$ cat src/rtl/axil4_rr_arbiter_2to1_if.sv
// AXI4-Lite channel bundle shared by the requester ports and the downstream port.
interface axil4_rr_arbiter_2to1_if #(
  parameter int unsigned ADDR_W = 32,
  parameter int unsigned DATA_W = 32
);
  localparam int unsigned STRB_W = DATA_W / 8;

  logic [ADDR_W-1:0] araddr;
  logic [2:0]        arprot;
  logic              arvalid;
  logic              arready;
  logic [DATA_W-1:0] rdata;
  logic [1:0]        rresp;
  logic              rvalid;
  logic              rready;
  logic [ADDR_W-1:0] awaddr;
  logic [2:0]        awprot;
  logic              awvalid;
  logic              awready;
  logic [DATA_W-1:0] wdata;
  logic [STRB_W-1:0] wstrb;
  logic              wvalid;
  logic              wready;
  logic [1:0]        bresp;
  logic              bvalid;
  logic              bready;

  modport master (
    output araddr, arprot, arvalid, input arready,
    input  rdata, rresp, rvalid, output rready,
    output awaddr, awprot, awvalid, input awready,
    output wdata, wstrb, wvalid, input wready,
    input  bresp, bvalid, output bready
  );

  modport slave (
    input  araddr, arprot, arvalid, output arready,
    output rdata, rresp, rvalid, input rready,
    input  awaddr, awprot, awvalid, output awready,
    input  wdata, wstrb, wvalid, output wready,
    output bresp, bvalid, input bready
  );
endinterface

$ cat src/rtl/axil4_rr_arbiter_2to1.sv
// Two-requester AXI4-Lite arbiter: independent round-robin read and write paths,
// one outstanding transaction per direction, responses routed to the owner.
module axil4_rr_arbiter_2to1 #(
  parameter int unsigned AXI_ADDR_WIDTH = 32,
  parameter int unsigned AXI_DATA_WIDTH = 32
) (
  input  logic                     aclk,
  input  logic                     aresetn,
  axil4_rr_arbiter_2to1_if.slave   s0,
  axil4_rr_arbiter_2to1_if.slave   s1,
  axil4_rr_arbiter_2to1_if.master  m,
  output logic [1:0]               rd_grant,
  output logic [1:0]               wr_grant
);
  localparam int unsigned STRB_WIDTH = AXI_DATA_WIDTH / 8;

  typedef enum logic [1:0] {RD_IDLE, RD_ADDR, RD_RESP} rd_state_t;
  typedef enum logic [1:0] {WR_IDLE, WR_XFER, WR_RESP} wr_state_t;

  rd_state_t  rd_state, rd_state_d;
  wr_state_t  wr_state, wr_state_d;
  logic [1:0] rd_grant_d, wr_grant_d;
  logic       rd_prio, rd_prio_d, wr_prio, wr_prio_d;
  logic       aw_done, aw_done_d, w_done, w_done_d;
  logic       aw_fire, w_fire;

  // Tie goes to prio; a lone request wins outright.
  function automatic logic [1:0] pick_grant(input logic req0, input logic req1, input logic prio);
    if (req0 && req1) return prio ? 2'b10 : 2'b01;
    else if (req1)    return 2'b10;
    else              return 2'b01;
  endfunction

  assign aw_fire = m.awvalid && m.awready;
  assign w_fire  = m.wvalid && m.wready;

  always_ff @(posedge aclk or negedge aresetn) begin
    if (!aresetn) begin
      rd_state <= RD_IDLE;
      wr_state <= WR_IDLE;
      rd_grant <= 2'b00;
      wr_grant <= 2'b00;
      rd_prio  <= 1'b0;
      wr_prio  <= 1'b0;
      aw_done  <= 1'b0;
      w_done   <= 1'b0;
    end else begin
      rd_state <= rd_state_d;
      wr_state <= wr_state_d;
      rd_grant <= rd_grant_d;
      wr_grant <= wr_grant_d;
      rd_prio  <= rd_prio_d;
      wr_prio  <= wr_prio_d;
      aw_done  <= aw_done_d;
      w_done   <= w_done_d;
    end
  end

  always_comb begin
    rd_state_d = rd_state;
    rd_grant_d = rd_grant;
    rd_prio_d  = rd_prio;
    case (rd_state)
      RD_IDLE: if (s0.arvalid || s1.arvalid) begin
        rd_state_d = RD_ADDR;
        rd_grant_d = pick_grant(s0.arvalid, s1.arvalid, rd_prio);
      end
      RD_ADDR: if (m.arvalid && m.arready) rd_state_d = RD_RESP;
      RD_RESP: if (m.rvalid && m.rready) begin
        rd_state_d = RD_IDLE;
        rd_prio_d  = ~rd_grant[1];
        rd_grant_d = 2'b00;
      end
      default: rd_state_d = RD_IDLE;
    endcase
  end

  always_comb begin
    wr_state_d = wr_state;
    wr_grant_d = wr_grant;
    wr_prio_d  = wr_prio;
    aw_done_d  = aw_done;
    w_done_d   = w_done;
    case (wr_state)
      WR_IDLE: if (s0.awvalid || s0.wvalid || s1.awvalid || s1.wvalid) begin
        wr_state_d = WR_XFER;
        wr_grant_d = pick_grant(s0.awvalid || s0.wvalid, s1.awvalid || s1.wvalid, wr_prio);
      end
      WR_XFER: begin
        aw_done_d = aw_done || aw_fire;
        w_done_d  = w_done || w_fire;
        if (aw_done_d && w_done_d) wr_state_d = WR_RESP;
      end
      WR_RESP: if (m.bvalid && m.bready) begin
        wr_state_d = WR_IDLE;
        wr_prio_d  = ~wr_grant[1];
        wr_grant_d = 2'b00;
        aw_done_d  = 1'b0;
        w_done_d   = 1'b0;
      end
      default: wr_state_d = WR_IDLE;
    endcase
  end

  // Read-side mux: payload follows the grant, valid/ready only in the matching phase.
  always_comb begin
    m.araddr   = AXI_ADDR_WIDTH'(0);
    m.arprot   = 3'b000;
    m.arvalid  = 1'b0;
    m.rready   = 1'b0;
    s0.arready = 1'b0;
    s1.arready = 1'b0;
    s0.rvalid  = 1'b0;
    s1.rvalid  = 1'b0;
    s0.rdata   = m.rdata;
    s1.rdata   = m.rdata;
    s0.rresp   = m.rresp;
    s1.rresp   = m.rresp;
    if (rd_grant[0]) begin
      m.araddr = s0.araddr;
      m.arprot = s0.arprot;
    end else if (rd_grant[1]) begin
      m.araddr = s1.araddr;
      m.arprot = s1.arprot;
    end
    case (rd_state)
      RD_ADDR: if (rd_grant[1]) begin
        m.arvalid  = s1.arvalid;
        s1.arready = m.arready;
      end else begin
        m.arvalid  = s0.arvalid;
        s0.arready = m.arready;
      end
      RD_RESP: if (rd_grant[1]) begin
        s1.rvalid = m.rvalid;
        m.rready  = s1.rready;
      end else begin
        s0.rvalid = m.rvalid;
        m.rready  = s0.rready;
      end
      default: ;
    endcase
  end

  // Write-side mux: AW and W each masked once their downstream handshake is done.
  always_comb begin
    m.awaddr   = AXI_ADDR_WIDTH'(0);
    m.awprot   = 3'b000;
    m.awvalid  = 1'b0;
    m.wdata    = AXI_DATA_WIDTH'(0);
    m.wstrb    = STRB_WIDTH'(0);
    m.wvalid   = 1'b0;
    m.bready   = 1'b0;
    s0.awready = 1'b0;
    s1.awready = 1'b0;
    s0.wready  = 1'b0;
    s1.wready  = 1'b0;
    s0.bvalid  = 1'b0;
    s1.bvalid  = 1'b0;
    s0.bresp   = m.bresp;
    s1.bresp   = m.bresp;
    if (wr_grant[0]) begin
      m.awaddr = s0.awaddr;
      m.awprot = s0.awprot;
      m.wdata  = s0.wdata;
      m.wstrb  = s0.wstrb;
    end else if (wr_grant[1]) begin
      m.awaddr = s1.awaddr;
      m.awprot = s1.awprot;
      m.wdata  = s1.wdata;
      m.wstrb  = s1.wstrb;
    end
    case (wr_state)
      WR_XFER: if (wr_grant[1]) begin
        m.awvalid  = s1.awvalid && !aw_done;
        s1.awready = m.awready && !aw_done;
        m.wvalid   = s1.wvalid && !w_done;
        s1.wready  = m.wready && !w_done;
      end else begin
        m.awvalid  = s0.awvalid && !aw_done;
        s0.awready = m.awready && !aw_done;
        m.wvalid   = s0.wvalid && !w_done;
        s0.wready  = m.wready && !w_done;
      end
      WR_RESP: if (wr_grant[1]) begin
        s1.bvalid = m.bvalid;
        m.bready  = s1.bready;
      end else begin
        s0.bvalid = m.bvalid;
        m.bready  = s0.bready;
      end
      default: ;
    endcase
  end
endmodule
$ cat src/flat_wrapper.sv
// flat-port wrapper written by rule: the top's interface ports become plain ports
module axil4_rr_arbiter_2to1_flat 
#(
  parameter int unsigned AXI_ADDR_WIDTH = 32,
  parameter int unsigned AXI_DATA_WIDTH = 32
)
  (aclk, aresetn, rd_grant, wr_grant, s0_araddr, s0_arprot, s0_arvalid, s0_arready, s0_rdata, s0_rresp, s0_rvalid, s0_rready, s0_awaddr, s0_awprot, s0_awvalid, s0_awready, s0_wdata, s0_wstrb, s0_wvalid, s0_wready, s0_bresp, s0_bvalid, s0_bready, s1_araddr, s1_arprot, s1_arvalid, s1_arready, s1_rdata, s1_rresp, s1_rvalid, s1_rready, s1_awaddr, s1_awprot, s1_awvalid, s1_awready, s1_wdata, s1_wstrb, s1_wvalid, s1_wready, s1_bresp, s1_bvalid, s1_bready, m_araddr, m_arprot, m_arvalid, m_arready, m_rdata, m_rresp, m_rvalid, m_rready, m_awaddr, m_awprot, m_awvalid, m_awready, m_wdata, m_wstrb, m_wvalid, m_wready, m_bresp, m_bvalid, m_bready);
  axil4_rr_arbiter_2to1_if s0_i ();
  axil4_rr_arbiter_2to1_if s1_i ();
  axil4_rr_arbiter_2to1_if m_i ();
  input  logic aclk;
  input  logic aresetn;
  output logic [1:0] rd_grant;
  output logic [1:0] wr_grant;
  input wire logic [$bits(s0_i.araddr)-1:0] s0_araddr;
  input wire logic [$bits(s0_i.arprot)-1:0] s0_arprot;
  input wire logic [$bits(s0_i.arvalid)-1:0] s0_arvalid;
  output wire logic [$bits(s0_i.arready)-1:0] s0_arready;
  output wire logic [$bits(s0_i.rdata)-1:0] s0_rdata;
  output wire logic [$bits(s0_i.rresp)-1:0] s0_rresp;
  output wire logic [$bits(s0_i.rvalid)-1:0] s0_rvalid;
  input wire logic [$bits(s0_i.rready)-1:0] s0_rready;
  input wire logic [$bits(s0_i.awaddr)-1:0] s0_awaddr;
  input wire logic [$bits(s0_i.awprot)-1:0] s0_awprot;
  input wire logic [$bits(s0_i.awvalid)-1:0] s0_awvalid;
  output wire logic [$bits(s0_i.awready)-1:0] s0_awready;
  input wire logic [$bits(s0_i.wdata)-1:0] s0_wdata;
  input wire logic [$bits(s0_i.wstrb)-1:0] s0_wstrb;
  input wire logic [$bits(s0_i.wvalid)-1:0] s0_wvalid;
  output wire logic [$bits(s0_i.wready)-1:0] s0_wready;
  output wire logic [$bits(s0_i.bresp)-1:0] s0_bresp;
  output wire logic [$bits(s0_i.bvalid)-1:0] s0_bvalid;
  input wire logic [$bits(s0_i.bready)-1:0] s0_bready;
  input wire logic [$bits(s1_i.araddr)-1:0] s1_araddr;
  input wire logic [$bits(s1_i.arprot)-1:0] s1_arprot;
  input wire logic [$bits(s1_i.arvalid)-1:0] s1_arvalid;
  output wire logic [$bits(s1_i.arready)-1:0] s1_arready;
  output wire logic [$bits(s1_i.rdata)-1:0] s1_rdata;
  output wire logic [$bits(s1_i.rresp)-1:0] s1_rresp;
  output wire logic [$bits(s1_i.rvalid)-1:0] s1_rvalid;
  input wire logic [$bits(s1_i.rready)-1:0] s1_rready;
  input wire logic [$bits(s1_i.awaddr)-1:0] s1_awaddr;
  input wire logic [$bits(s1_i.awprot)-1:0] s1_awprot;
  input wire logic [$bits(s1_i.awvalid)-1:0] s1_awvalid;
  output wire logic [$bits(s1_i.awready)-1:0] s1_awready;
  input wire logic [$bits(s1_i.wdata)-1:0] s1_wdata;
  input wire logic [$bits(s1_i.wstrb)-1:0] s1_wstrb;
  input wire logic [$bits(s1_i.wvalid)-1:0] s1_wvalid;
  output wire logic [$bits(s1_i.wready)-1:0] s1_wready;
  output wire logic [$bits(s1_i.bresp)-1:0] s1_bresp;
  output wire logic [$bits(s1_i.bvalid)-1:0] s1_bvalid;
  input wire logic [$bits(s1_i.bready)-1:0] s1_bready;
  output wire logic [$bits(m_i.araddr)-1:0] m_araddr;
  output wire logic [$bits(m_i.arprot)-1:0] m_arprot;
  output wire logic [$bits(m_i.arvalid)-1:0] m_arvalid;
  input wire logic [$bits(m_i.arready)-1:0] m_arready;
  input wire logic [$bits(m_i.rdata)-1:0] m_rdata;
  input wire logic [$bits(m_i.rresp)-1:0] m_rresp;
  input wire logic [$bits(m_i.rvalid)-1:0] m_rvalid;
  output wire logic [$bits(m_i.rready)-1:0] m_rready;
  output wire logic [$bits(m_i.awaddr)-1:0] m_awaddr;
  output wire logic [$bits(m_i.awprot)-1:0] m_awprot;
  output wire logic [$bits(m_i.awvalid)-1:0] m_awvalid;
  input wire logic [$bits(m_i.awready)-1:0] m_awready;
  output wire logic [$bits(m_i.wdata)-1:0] m_wdata;
  output wire logic [$bits(m_i.wstrb)-1:0] m_wstrb;
  output wire logic [$bits(m_i.wvalid)-1:0] m_wvalid;
  input wire logic [$bits(m_i.wready)-1:0] m_wready;
  input wire logic [$bits(m_i.bresp)-1:0] m_bresp;
  input wire logic [$bits(m_i.bvalid)-1:0] m_bvalid;
  output wire logic [$bits(m_i.bready)-1:0] m_bready;
  assign s0_i.araddr = s0_araddr;
  assign s0_i.arprot = s0_arprot;
  assign s0_i.arvalid = s0_arvalid;
  assign s0_arready = s0_i.arready;
  assign s0_rdata = s0_i.rdata;
  assign s0_rresp = s0_i.rresp;
  assign s0_rvalid = s0_i.rvalid;
  assign s0_i.rready = s0_rready;
  assign s0_i.awaddr = s0_awaddr;
  assign s0_i.awprot = s0_awprot;
  assign s0_i.awvalid = s0_awvalid;
  assign s0_awready = s0_i.awready;
  assign s0_i.wdata = s0_wdata;
  assign s0_i.wstrb = s0_wstrb;
  assign s0_i.wvalid = s0_wvalid;
  assign s0_wready = s0_i.wready;
  assign s0_bresp = s0_i.bresp;
  assign s0_bvalid = s0_i.bvalid;
  assign s0_i.bready = s0_bready;
  assign s1_i.araddr = s1_araddr;
  assign s1_i.arprot = s1_arprot;
  assign s1_i.arvalid = s1_arvalid;
  assign s1_arready = s1_i.arready;
  assign s1_rdata = s1_i.rdata;
  assign s1_rresp = s1_i.rresp;
  assign s1_rvalid = s1_i.rvalid;
  assign s1_i.rready = s1_rready;
  assign s1_i.awaddr = s1_awaddr;
  assign s1_i.awprot = s1_awprot;
  assign s1_i.awvalid = s1_awvalid;
  assign s1_awready = s1_i.awready;
  assign s1_i.wdata = s1_wdata;
  assign s1_i.wstrb = s1_wstrb;
  assign s1_i.wvalid = s1_wvalid;
  assign s1_wready = s1_i.wready;
  assign s1_bresp = s1_i.bresp;
  assign s1_bvalid = s1_i.bvalid;
  assign s1_i.bready = s1_bready;
  assign m_araddr = m_i.araddr;
  assign m_arprot = m_i.arprot;
  assign m_arvalid = m_i.arvalid;
  assign m_i.arready = m_arready;
  assign m_i.rdata = m_rdata;
  assign m_i.rresp = m_rresp;
  assign m_i.rvalid = m_rvalid;
  assign m_rready = m_i.rready;
  assign m_awaddr = m_i.awaddr;
  assign m_awprot = m_i.awprot;
  assign m_awvalid = m_i.awvalid;
  assign m_i.awready = m_awready;
  assign m_wdata = m_i.wdata;
  assign m_wstrb = m_i.wstrb;
  assign m_wvalid = m_i.wvalid;
  assign m_i.wready = m_wready;
  assign m_i.bresp = m_bresp;
  assign m_i.bvalid = m_bvalid;
  assign m_bready = m_i.bready;
  axil4_rr_arbiter_2to1 #(.AXI_ADDR_WIDTH(AXI_ADDR_WIDTH), .AXI_DATA_WIDTH(AXI_DATA_WIDTH)) u_core (.aclk(aclk), .aresetn(aresetn), .s0(s0_i), .s1(s1_i), .m(m_i), .rd_grant(rd_grant), .wr_grant(wr_grant));
endmodule
$ cat config.mk
export PLATFORM = sky130hd
export DESIGN_NAME = axil4_rr_arbiter_2to1_flat
export DESIGN_NICKNAME = d
export VERILOG_FILES = /design/src/rtl/axil4_rr_arbiter_2to1_if.sv /design/src/rtl/axil4_rr_arbiter_2to1.sv /design/src/flat_wrapper.sv
export SDC_FILE = /design/constraint.sdc
export NUM_CORES = 1
export LEC_CHECK = 0
export CAP_MARGIN = 25
export CORE_AREA = 2 2 178 180
export DETAILED_ROUTE_END_ITERATION = 10
export DIE_AREA = 0 0 180 182
export RECOVER_POWER = 100
export SYNTH_ARGS = -nofsm -noshare
export SYNTH_HDL_FRONTEND = slang
export SYNTH_SLANG_ARGS = --single-unit
$ cat constraint.sdc
create_clock -name aclk -period 1.7 [get_ports aclk]
set_input_delay 0.51 -clock aclk [delete_from_list [all_inputs] [get_ports aclk]]
set_output_delay 0.51 -clock aclk [all_outputs]
set_load 0.1 [all_outputs]
==> out/results.tsv, run 1 <==
stage	metric	value	unit
flow_run	MaxCap Viol Count	0	
drt	DR DRC count	0	
synth	Synth warnings	0	
drt	First DRT Iteration DRCs	68	
cells_and_area	nets@finish	876	
placed_design	Detailed Place HPWL	14500	µm
cells_and_area	# fillers	3196	
sta	Slew @ Worst Pin	766	ps
worst_setup_path	crit end category	output port	
floorplanning	die area	32800	µm²
cells_and_area	post-route cell area	8720	µm²
synth	Post-synth EDFFs	0	
sta	min Tclk post-route	2090	ps
synth	Main synth FF type	dfrtp_1	
global_route	initial antenna violation count	0	
outcome	failing checks	negative setup slack	
synth	largest family of logic cells by synthesized area	compound AO/OA/AOI/OAI gates	
sta	RSZ-0062 raised after global routing	yes	
synth	xor/xnor share of the synthesized area	0	%
floorplanning	core box area	31000	µm²
cells_and_area	Layout Area Growth over Synthesis	270	%
outcome	status	finished, violations left	
floorplanning	die width	180	µm
global_route	global route overflow	0	
synth	top-count cell post-synth	a22o_1	
synth	post-synth net total	560	
synth	register area share after synthesis	12.8	%
worst_setup_path	Crit Path Max Fanout	11	
placed_design	Port Buffers	353	
clocking	CTS sink count	12	
pwr	Leak	3.60	nW
sta	Setup violations, final	123	
synth	Post-Synthesis Cell Area	2350	µm²
synth	multiplexer share of the synthesized area	2.98	%
placed_design	Post-DP Area	8490	µm²
sta	skew final	0.588	ps
clocking	CTS tree	done	
synth	FF+latch count, synth	12	
sta	final setup TNS	-38610	ps
drt	Routed Antenna Nets	0	
sta	Final WS setup	-386	ps
synth	Netlist cell types	31	
synth	Synth top area share	39.1	%
worst_setup_path	Worst setup startpoint	u_core.wr_grant[1]	
clocking	number of H-tree levels	1	
drt	Wirelength per Cell	16.1	µm
sta	Fmax achieved	479	MHz
cells_and_area	Diodes inserted	0	
placed_design	placed insts	1002	
floorplanning	# rows	65	
worst_setup_path	Setup CP Type	reg -> out	
drt	drt first pass iters	4	
synth	Synth area leader	a22o_1	
synth	compound-cell area share of the yosys netlist	44.9	%
worst_setup_path	required arrival time at the worst endpoint	1190	ps
placed_design	RD Place Congestion	0.826	
drt	via count	3619	
worst_setup_path	critical path arrival	1580	ps
synth	Synth area leaders	a22o_1, buf_4, dfrtp_1, buf_2, nand2_1	
sta	Hold Fails Final Rpt	0	
clocking	CTS Root Cell	clkbuf_16	
floorplanning	Die Y	182	µm
synth	FFs w/ async S/R, synth	100	%
worst_setup_path	Startpoint Class	register	
global_route	number of global-route vias before repair	3972	
drt	DR vias/cell	3.58	
drt	drt total wl	16200	µm
synth	Post-Synth Simple-Gate Area	11.0	%
sta	max-slew violation count	0	
pwr	pwr/cell area	2410	nW/µm²
global_route	GR Util All Layers	9.34	%
cells_and_area	Finished Layout Cells	1012	
floorplanning	num ports	462	
worst_hold_path	hold_sp	u_core.wr_prio	
worst_setup_path	RR Startpoint	u_core.wr_grant[1]	
sta	Slew HR	49.0	%
synth	synthesized area per cell	7.98	µm²
clocking	clock latency at the later pin of the worst-skew pair	240	ps
synth	adder-cell share of the synthesized area	0	%
clocking	clock-pin slew on the worst setup and hold paths	50	ps
worst_hold_path	Hold Crit Class	reg -> reg	
floorplanning	Initial Util	7.60	%
sta	Period Utilization, post-route	123	%
global_route	first-pass GRT wire length	23800	µm
clocking	maximum clock path buffer count	2	
global_route	pin count of the biggest net entering global routing	29	
clocking	total CTS buffers	3	
pwr	VDD IR-drop max	1.40	mV
synth	synth cell count leaders	a22o_1, buf_4, nand2_1	
cells_and_area	fraction of layout cells with a size suffix above 1	53.8	%
synth	Syn Inst Count	295	
==> report_power, final <==
part           total (mW)  switching (mW)  leakage [nW]  internal [mW]
registers           0.601           0.153         0.134          0.448
clock network       0.488           0.132        0.0442          0.356
logic                19.9            12.1          3.42           7.88
total                21.0            12.3          3.60           8.68
==> layout make-up <==
class | instances | area [µm²] | area share (%)
Tap cell | 402 | 503 | 5.77
Clock buffer | 4 | 88.8 | 1.02
Sequential cell | 12 | 317 | 3.63
Multi-Input combinational cell | 184 | 2480 | 28.4
Timing Repair Buffer | 410 | 5330 | 61.2
==> path summary, 6_finish.rpt <==
kind	endpoint	slack [ps]	depth (start not counted)
max in group asynchronous	u_core.wr_grant[0]	280	2
hold / removal	u_core.wr_prio	500	2
setup / recovery	m_wdata[12]	-390	5
setup reg to reg	u_core.wr_state[1]	60	6
hold reg to reg	u_core.wr_prio	500	2
min in group asynchronous	u_core.rd_prio	850	2
==> repair_timing <==
action,4_1_cts,5_1_grt
gates resized for setup,29,17
gates cloned,0,1
endpoints found under the setup margin,124,125
pin swaps,9,9
endpoints found under the hold margin,0,0
buffers inserted,4,3
hold buffers,0,0
==> layer usage <==
metal	vias up	GRT usage (%)	wire length, µm
met2	277	16.7	8090
met4	0	1.98	226
met5	-	0	0
li1	1678	-	-
met3	8	4.47	1990
met1	1656	9.99	5950
==> placed cells by master (no fill, tap or decap), drive strengths merged, types with 3 or more instances in the layout <==
cell	instances
clkbuf	9
nand3	3
a22o	105
dfrtp	12
nor3	3
a31oi	3
mux2	5
nor2b	4
dlygate4sd2	9
o21ai	7
dlymetal6s2s	4
clkdlybuf4s50	214
a21oi	3
buf	177
nor2	16
nand2	18
==> state kept, by name (all words and copies together) (netlist names) <==
signal,flops
u_core.aw_done,1
u_core.rd_grant,2
u_core.rd_prio,1
u_core.rd_state,2
u_core.w_done,1
u_core.wr_grant,2
u_core.wr_prio,1
u_core.wr_state,2
==> per-stage QoR <==
stage | power [mW] | setup slack, ps | hold slack [ps] | utilization (%)
6_report | 21.0 | -386 | 504 | 28.1
5_1_grt | 21.6 | -417 | 548 | 28.1
4_1_cts | 21.1 | -384 | 513 | 27.9
3_5_place_dp | 20.4 | -432 | 502 | 27.4
3_3_place_gp | 20.4 | -385 | 496 | 27.4
2_1_floorplan | 14.5 | -618 | 214 | -
==> critical path: stages, from the launching register on <==
cell and delay (ps):
dfrtp_4 470, nor2b_4 140, buf_12 150, clkbuf_16 180, a22o_4 230, buf_12 160
==> kinds of logic (layout without fill, tap and decap cells) <==
| kind of cell | count (synthesis) | in the layout |
|---|---|---|
| compound gates | 124 | 124 |
| flops | 12 | 12 |
| simple gates | 54 | 54 |
| buf+inv | 99 | 414 |
| mux | 6 | 6 |
Power figures use the tool's default switching activity.
==> run 2: changes to the inputs <==
Settings changed: GPL_TIMING_DRIVEN set to 0.
==> run 2 against run 1 <==
Compared with the run above:
- the run still ends with negative setup slack left
- global-route usage grew 1.6 points
- register-to-register slack got worse by 50 ps
- cell count rose by 14%
- via count increased by 17%
- worst hold slack improved by 21 ps
- wire length is 18% higher
- combinational power up 8%
- total power rose by 7.0%
- first-iteration DRC count grew 60%
- clock skew about the same
- fmax fell by 5.9%
- critical path type unchanged
- largest cell class unchanged
==> out/results.tsv, run 2 (synthesis results as in run 1) <==
stage	metric	value	unit
clocking	CTS Root Cell	clkbuf_16	
floorplanning	# rows	65	
cells_and_area	most common cell after layout, fill and taps aside	clkdlybuf4s50_1	
outcome	status	finished, violations left	
sta	Final WS setup	-516	ps
worst_setup_path	worst reg2reg setup slack	10	ps
sta	min Tclk post-route	2220	ps
cells_and_area	fraction of layout cells with a size suffix above 1	62.7	%
global_route	pin count of the biggest net entering global routing	13	
sta	Slew @ Worst Pin	1000	ps
clocking	CTS tree	done	
cells_and_area	Layout Area Growth over Synthesis	333	%
placed_design	placed insts	1123	
sta	Period Utilization, post-route	130	%
clocking	hold buffers post-CTS	0	
pwr	VDD IR-drop max	1.66	mV
cells_and_area	final core utilization	32.9	%
clocking	total CTS buffers	3	
placed_design	Detailed Place HPWL	15700	µm
cells_and_area	Finished Layout Cells	1150	
placed_design	dpl ws	-1430	ps
worst_setup_path	critical path arrival	1710	ps
global_route	first-pass GRT wire length	27700	µm
cells_and_area	nets@finish	1013	
sta	Hold Slack	526	ps
flow_run	MaxCap Viol Count	0	
floorplanning	Initial Util	7.60	%
outcome	failing checks	negative setup slack	
floorplanning	num ports	462	
sta	max-slew violation count	0	
worst_setup_path	Crit Path Max Fanout	6	
sta	Setup violations, final	122	
clocking	clock latency at the later pin of the worst-skew pair	240	ps
pwr	Leak	4.27	nW
pwr	pwr/cell area	2210	nW/µm²
floorplanning	core box area	31000	µm²
clocking	clock-pin slew on the worst setup and hold paths	50	ps
worst_setup_path	Setup CP Type	reg -> out	
worst_setup_path	Startpoint Class	register	
sta	RSZ-0062 raised after global routing	yes	
floorplanning	die width	180	µm
worst_hold_path	Hold Crit Class	reg -> reg	
placed_design	Port Buffers	425	
global_route	GR Util All Layers	11.0	%
global_route	global route overflow	0	
placed_design	RD Place Congestion	0.776	
drt	First DRT Iteration DRCs	109	
worst_setup_path	crit end category	output port	
drt	DR vias/cell	3.67	
worst_setup_path	required arrival time at the worst endpoint	1190	ps
drt	drt total wl	19100	µm
drt	DR DRC count	0	
floorplanning	Die Y	182	µm
sta	Slew HR	33.4	%
drt	Routed Antenna Nets	0	
clocking	number of H-tree levels	1	
global_route	initial antenna violation count	1	
global_route	number of global-route vias before repair	4571	
sta	Fmax achieved	451	MHz
sta	Hold Fails Final Rpt	0	
drt	drt first pass iters	4	
clocking	maximum clock path buffer count	2	
sta	skew final	0.987	ps
drt	via count	4222	
drt	Wirelength per Cell	16.6	µm
cells_and_area	highest-count cells in the layout ignoring fill and taps	clkdlybuf4s50_1, buf_12, a22o_4, clkbuf_4, clkdlybuf4s15_2	
floorplanning	die area	32800	µm²
clocking	CTS sink count	12	
run 2: cell count changes in the layout (fill, tap and decap cells not counted), sizes merged:
cell and delta:
clkbuf +85, dlygate4sd2 +1, buf -21, clkdlybuf4s15 +72
diode +1, dlymetal6s2s -4, clkdlybuf4s50 +4
run 2: timing repair:
item,in CTS,in global routing
setup buffers,12,5
pin swaps,10,11
setup endpoints to repair,197,124
resized for setup,1395,4
gates cloned,4,3
run 2: metal layers:
metal	track usage, %	part of all wire, %	vias to the layer above
li1	-	-	1958
met1	11.2	34	1987
met2	21.8	56	265
met3	3.23	8.5	12
met4	2.37	1.3	0
met5	0	0	-
run 2: stage by stage:
stage,area [µm²],power [mW],setup TNS (ps)
3_5_place_dp,8310,17.9,-186420
6_report,10200,22.5,-55530
3_3_place_gp,8280,17.8,-186030
2_1_floorplan,3520,14.5,-44590
5_1_grt,10200,23.1,-60600
4_1_cts,10100,22.4,-56050
run 2: cell type report:
| class | instances | area, µm² |
|---|---|---|
| repair buffers | 449 | 5860 |
| plain buffers | 98 | 913 |
| diodes | 1 | 2.50 |
| clock buffers | 4 | 88.8 |
| multi-input cells | 184 | 2490 |
| fillers | 3081 | 20800 |
| well taps | 402 | 503 |
| flip-flops and latches | 12 | 318 |
run 2: where the power goes:
part | leakage, nW | total (mW) | internal [mW] | switching (mW)
Combinational | 4.10 | 21.4 | 8.41 | 13.0
Sequential | 0.133 | 0.643 | 0.450 | 0.192
Clock | 0.0442 | 0.483 | 0.356 | 0.127
run 2: path summary, 6_finish.rpt:
check,start,endpoint,depth (start not counted)
max reg2reg,u_core.wr_grant[1],u_core.wr_state[1],6
max in group asynchronous,aresetn,u_core.wr_grant[1],1
max,u_core.wr_grant[1],m_wdata[26],6
min in group asynchronous,aresetn,u_core.rd_state[1],1
min,u_core.wr_prio,u_core.wr_prio,2
min reg2reg,u_core.wr_prio,u_core.wr_prio,2
run 2: critical path, cell delays in order (launching register included):
cell     delay [ps]
dfrtp_4         480
buf_12          130
nor2b_4         140
buf_12          150
buf_12          140
a22o_4          240
buf_12          170
